==> src/rtl/reg_write_arbiter.sv <==
// Three-requester round-robin arbiter in front of one shared register.
// Each granted write runs IDLE -> LOAD -> ACK and is acknowledged with a 4-phase handshake.
module reg_write_arbiter #(
  parameter int WIDTH = 7
) (
  input  logic             clk,
  input  logic             reset,
  input  logic [2:0]       req,
  input  logic [WIDTH-1:0] d0,
  input  logic [WIDTH-1:0] d1,
  input  logic [WIDTH-1:0] d2,
  output logic [2:0]       gnt,
  output logic [2:0]       ack,
  output logic             enable,
  output logic [WIDTH-1:0] d_out,
  output logic [WIDTH-1:0] q,
  output logic             busy
);

  typedef enum logic [1:0] {
    IDLE = 2'b00,
    LOAD = 2'b01,
    ACK  = 2'b10
  } state_t;

  state_t           state;
  state_t           state_nx;
  logic [1:0]       last;
  logic [1:0]       last_nx;
  logic [2:0]       gnt_nx;
  logic [2:0]       ack_nx;
  logic             en_nx;
  logic [WIDTH-1:0] dout_nx;
  logic [WIDTH-1:0] q_nx;

  logic [1:0]       p0;
  logic [1:0]       p1;
  logic [1:0]       p2;
  logic [1:0]       win;
  logic             win_vld;
  logic [2:0]       win_oh;
  logic [WIDTH-1:0] win_d;

  // Priority order starts just after the last winner.
  always_comb begin
    p0 = 2'd0;
    p1 = 2'd1;
    p2 = 2'd2;
    case (last)
      2'd0: begin
        p0 = 2'd1;
        p1 = 2'd2;
        p2 = 2'd0;
      end
      2'd1: begin
        p0 = 2'd2;
        p1 = 2'd0;
        p2 = 2'd1;
      end
      default: begin
        p0 = 2'd0;
        p1 = 2'd1;
        p2 = 2'd2;
      end
    endcase
  end

  always_comb begin
    win     = p2;
    win_vld = |req;
    if (req[p0]) begin
      win = p0;
    end else if (req[p1]) begin
      win = p1;
    end else begin
      win = p2;
    end
  end

  always_comb begin
    win_oh = 3'b001 << win;
    case (win)
      2'd0:    win_d = d0;
      2'd1:    win_d = d1;
      default: win_d = d2;
    endcase
  end

  always_comb begin
    state_nx = state;
    last_nx  = last;
    gnt_nx   = gnt;
    ack_nx   = ack;
    en_nx    = 1'b0;
    dout_nx  = d_out;
    q_nx     = q;
    case (state)
      IDLE: begin
        gnt_nx  = 3'b000;
        ack_nx  = 3'b000;
        dout_nx = '0;
        if (win_vld) begin
          state_nx = LOAD;
          gnt_nx   = win_oh;
          dout_nx  = win_d;
          en_nx    = 1'b1;
          last_nx  = win;
        end
      end
      LOAD: begin
        q_nx     = d_out;
        ack_nx   = gnt;
        state_nx = ACK;
      end
      ACK: begin
        // Only the granted requester's line matters here.
        if ((req & gnt) == 3'b000) begin
          gnt_nx   = 3'b000;
          ack_nx   = 3'b000;
          dout_nx  = '0;
          state_nx = IDLE;
        end
      end
      default: begin
        gnt_nx   = 3'b000;
        ack_nx   = 3'b000;
        dout_nx  = '0;
        state_nx = IDLE;
      end
    endcase
  end

  always_ff @(posedge clk or posedge reset) begin
    if (reset) begin
      state  <= IDLE;
      last   <= 2'd2;
      gnt    <= 3'b000;
      ack    <= 3'b000;
      enable <= 1'b0;
      d_out  <= '0;
      q      <= '0;
    end else begin
      state  <= state_nx;
      last   <= last_nx;
      gnt    <= gnt_nx;
      ack    <= ack_nx;
      enable <= en_nx;
      d_out  <= dout_nx;
      q      <= q_nx;
    end
  end

  assign busy = (state != IDLE);

endmodule

==> config.mk <==
export PLATFORM = sky130hd
export DESIGN_NAME = reg_write_arbiter
export DESIGN_NICKNAME = d
export VERILOG_FILES = /design/src/rtl/reg_write_arbiter.sv
export SDC_FILE = /design/constraint.sdc
export NUM_CORES = 1
export LEC_CHECK = 0
export CELL_PAD_IN_SITES_DETAIL_PLACEMENT = 0
export CELL_PAD_IN_SITES_GLOBAL_PLACEMENT = 1
export CORE_MARGIN = 3
export CORE_UTILIZATION = 29
export CTS_CLUSTER_SIZE = 25
export DETAILED_ROUTE_END_ITERATION = 16
export PLACE_DENSITY = 0.75
export SYNTH_ARGS = -nofsm -noshare
export SYNTH_HDL_FRONTEND = slang
export SYNTH_SLANG_ARGS = --single-unit
export TNS_END_PERCENT = 10
==> constraint.sdc <==
create_clock -name clk -period 4.3 [get_ports clk]
set_clock_uncertainty 0.1 [all_clocks]
set_input_delay 0.86 -clock clk [delete_from_list [all_inputs] [get_ports clk]]
set_output_delay 0.86 -clock clk [all_outputs]
set_load 0.05 [all_outputs]
Word-level counts from Yosys, hierarchy flattened
Cells that the tools add are included.
Word-level totals
  register bits: 25
  bits of input ports: 26
  output and inout port bits: 22
Operators by class
  $lt $le $gt $ge: 2
  eq/ne operators: 6
  shift-type cells: 1
  muxes and demuxes: 22
  bitwise logic cells: 2
  reduce and logical (&&, ||, !) cells: 9
Operators by type and width (count)
  $pmux W7 S3: 1
  $mux W7: 2
  $pmux W7 S2: 1
  $pmux W2 S2: 3
  $pmux W3 S3: 1
  $mux W2: 4
  $eq A2 B1 Y1 const B: 3
  $logic_not A2 Y1: 3
  $lt A2 B3 Y1 const B: 2
  $mux W3: 2
  $pmux W2 S3: 1
  $pmux W3 S2: 1
  $reduce_and A2 Y1: 3
  $bmux W1 S2: 2
  $mux W1: 4
  $ne A2 B2 Y1 const B: 2
  $and A3 B3 Y3: 1
  $logic_not A3 Y1: 1
  $reduce_or A3 Y1: 1
  $shl A1 B2 Y3 const A: 1
  $eq A2 B2 Y1 const B: 1
  $reduce_bool A2 Y1: 1
  $not A1 Y1: 1

Logic depth before layout (Yosys ltp)
  depth in word-level cells: 10
  depth in mapped cells: 6
  gate-level depth less buffers: 4

Worst setup path after synthesis
OpenSTA, ideal clock, no wires.
  path kind: in2reg
  from: in req[2]
  to: reg d_out[0]
  setup time: 0.080 ns
  data arrival time: 2.110 ns
  data required time: 4.120 ns
  path slack: 2.009 ns
  stages on the path: 6
  buffers on the path: 2
  path through: nor2b_1 a22o_1 buf_6 or4b_4 buf_6 o211ai_2
Between the ends
  longest elaborated chain between the ends: 8
RTL lines
  start: declaration: RTL line 8  | input logic [2:0] req,
  $bmux W1 S2: RTL line 73  | end else if (req[p1]) begin
  $mux W1 (implied by the code): RTL line 73
  $mux W2: RTL line 73
  $mux W2: RTL line 71  | if (req[p0]) begin
  $eq A2 B1 Y1 / $logic_not A2 Y1 (equally long branches): RTL line 82  | case (win)
  $pmux W7 S2: RTL line 82
  $mux W7: RTL line 102  | if (win_vld) begin
  $pmux W7 S3: RTL line 97  | case (state)
  end signal: assignment: RTL line 148  | d_out <= dout_nx;
  end: declaration: RTL line 15  | output logic [WIDTH-1:0] d_out,
Several ways; a longest one is shown, not always the timed one. The select of a mux whose other input is x is not followed.
A chain may end at the register's enable or synchronous reset.

Worst setup path in the final report
  from: reg state[1]
  to: out busy
Between the ends
  longest elaborated chain between the ends: 1
RTL lines
  start: declaration: RTL line 26  | state_t state;
  start signal: assignment: RTL line 143  | state <= state_nx;
  $reduce_bool A2 Y1: RTL line 153  | assign busy = (state != IDLE);
  end: declaration: RTL line 17  | output logic busy
Every way passes these cells.

==> results.md <==
* Reg2reg start: state[0]
* Reg2Reg Capture Point: d_out[6]
* Crit Path Class: flop to output port
* First-pass GRT wire length at 5230 um
* CP Data Arrival Time at about 1.7 ns
* WL final at 3220 um
* Clk sinks at 25
* RSZ-0062 raised after global routing: false
* Clk slew on worst S/H paths at 0.09 ns
* Setup repair bufs after CTS at 0
* Grt met2 use at 0.222
* M3 GR Usage at 0.0129
* Area of the multi-input gates at between 400 and 500 um2
* Crit share post-route at 0.618
* Status: finished clean
* HP Start: q[6]
* Latest clock arrival within the worst-skew pair at 0.26 ns
* Fill cells at about 360
* Layer with the highest usage: met2
* Gpl congestion at approximately 0.73
* Antenna-violating nets left at 0
* Sequential area share after synthesis at 0.528
* Synth area leader: dfrtp_1
* CTS tree: yes
* # diodes at 0
* Worst-Margin Slew at between 0.9 and 1 ns
* Hold Buf Count CTS at 0
* CTS H-tree lvls at 1
* R2R Setup Slk at 2.25 ns
* Rel. slew slack at 0.353
* Cell area after synthesis at 0.00119 mm2
* Crit Path Max Fanout at 4
* Initial Util at 0.313
* Final setup fails at 0
* Number of max-cap violations at 0
* Cts repair resizes at 0
* Share of the synthesized area in the top cell type at 0.506
* R2R cell count at 4
* Nets at 183
* Port bufs at 47
* Setup TNS Final at 0 ns
* Tot Pwr at ~1300 uW
* Die Area at 0.00490 mm2
* Final HPWL DP at around 2400 um
* Mapped Cells at around 110
* Synthesis-to-layout area growth at 44.6%
* Root Buffer: clkbuf_8
* Num rows at 22
* Initial antenna violation count at 0
* Seq pwr share at 0.307
* Ranking of synthesized cells by area: dfrtp_1 (51%), nand2_1 (8.2%), o211ai_2 (7.4%), a32oi_1 (5.2%), o211ai_1 (4.4%)
* Vias per cell at 5.08
* Critical Path Start Type: flop
* Synthesized flop and latch total at 25
* Peak Freq at between 300 and 400 MHz
* Total GRT Usage at 0.137
* Hold Crit Class: flop to flop
* Net Sw Frac at 0.496
* Final Slew Violations at 0
* Initial DRT Pass Iterations at 4
* Part of the power in the clock network at 0.106
* Total CTS buffers at 3
* Grt met1 use at 0.181
* Worst EP required at 3.34 ns
* Warnings from Yosys at 0
* Largest net degree at the start of global routing at 26
* DIE WIDTH at roughly 70 um
* Final Hold Fails at 0
* # DRC at 0
* Overflow after GRT at 0
* Cell internal pwr at 657 uW
* NetSw at 647 uW
* Vias in the first global route at 1036
* Final Critical Period at about 2.7 ns
* Worst Setup EP: busy
* Crit. End Element: output port
* Lkg Pwr at 0.000764 uW
* Vias at 1036
* WL per Instance at 15.8 um
* Die height at 70.0 um
* Layout cell share with drive strength beyond 1 at 0.0962
* Storage element area at 627 um2
* Clock buffer depth at 2
* Post-synth cell types at 25
* Syn_area_per_cell at 10.5 um2
* Peak supply drop at 0.000259 V
* Power density cells at roughly 760 mW/mm2
* CORE AREA at roughly 0.0038 mm2
* Syn nets at 139
* Minimum hold slack at 0.379 ns
* Crit path from: state[1]
* DRT iter0 DRCs at 33
* Logic gate share of total power at 0.587
* I/O pin count at 48
==> area by class of cell <==
type                       count  area share
timing repair buffer          47       0.274
clock buffer                   4      0.0262
multi-input combinational     72       0.282
sequential                    25       0.365
tap                           48      0.0350
inverter                       8      0.0175
==> cell usage in the layout (no fill, tap or decap), types with 2 or more instances in the layout <==
cell type,synthesis,final
clkdlybuf4s50_1,0,47
nand2_1,26,26
dfrtp_1,24,24
inv_1,8,8
o211ai_1,7,7
a32oi_1,7,7
o211ai_2,7,7
a22o_1,5,5
nand2b_1,3,3
nor2_1,3,3
clkbuf_8,0,3
nor2b_1,2,2
o21ai_1,2,2
==> metrics by stage <==
step	util	instances	cell area [um2]	setup slack (ns)
after CTS	0.452	204	1720	1.62
after detailed placement	0.440	200	1670	1.41
final	0.452	204	1720	1.64
after global placement	0.440	200	1670	1.47
after global routing	0.452	204	1720	1.55
after floorplan	-	113	1190	2.01
==> sequential cells by signal, summed over array words and instances (netlist names) <==
name	cells
enable	1
ack	3
gnt	3
last	2
d_out	7
state	2
q	7
==> power by group through the flow <==
stage / registers (uW) / logic [uW] / clock network [uW]
after global placement: 402 / 757 / 0
after floorplan: 639 / 303 / 0
after global routing: 415 / 812 / 150
after detailed placement: 404 / 770 / 0
final: 401 / 765 / 138
after CTS: 400 / 772 / 144
==> Yosys cell counts, drive strengths merged <==
master / instances
o21ai: 3
nor2b: 2
nor3: 1
a22o: 5
and3b: 1
buf: 3
or4b: 1
dfrtp: 24
a21oi: 1
clkbuf: 5
a222oi: 1
nor2: 4
dfstp: 1
or2: 1
nand2b: 3
a32oi: 7
inv: 8
o211ai: 14
or3b: 1
nand2: 26
mux2: 1
==> critical path, stage by stage (launching register included) <==
cell	delay (ns)
dfrtp_1	0.38
or2_1	0.22
clkdlybuf4s50_1	0.84
==> kinds of logic after synthesis <==
group / after synthesis / share of synthesized area
and+or+nand+nor: 40 / 0.163
AOI/OAI and AO/OA: 31 / 0.235
DFF: 25 / 0.528
buffers and inverters: 16 / 0.0643
muxes: 1 / 0.00948
==> worst min path at each step <==
stage	end	slack [ns]	cells past startpoint
floorplan	last[0]	0.38	2
global placement	q[0]	0.36	2
detailed placement	q[0]	0.36	2
CTS	q[0]	0.39	2
global route	q[6]	0.39	2
finish	q[6]	0.38	2
==> routing by layer <==
metal	up-vias	wire [um]
met3	2	178
met4	0	41
li1	488	-
met1	508	1420
met5	-	0
met2	38	1580
No activity file was read; power rests on OpenSTA's default activity.
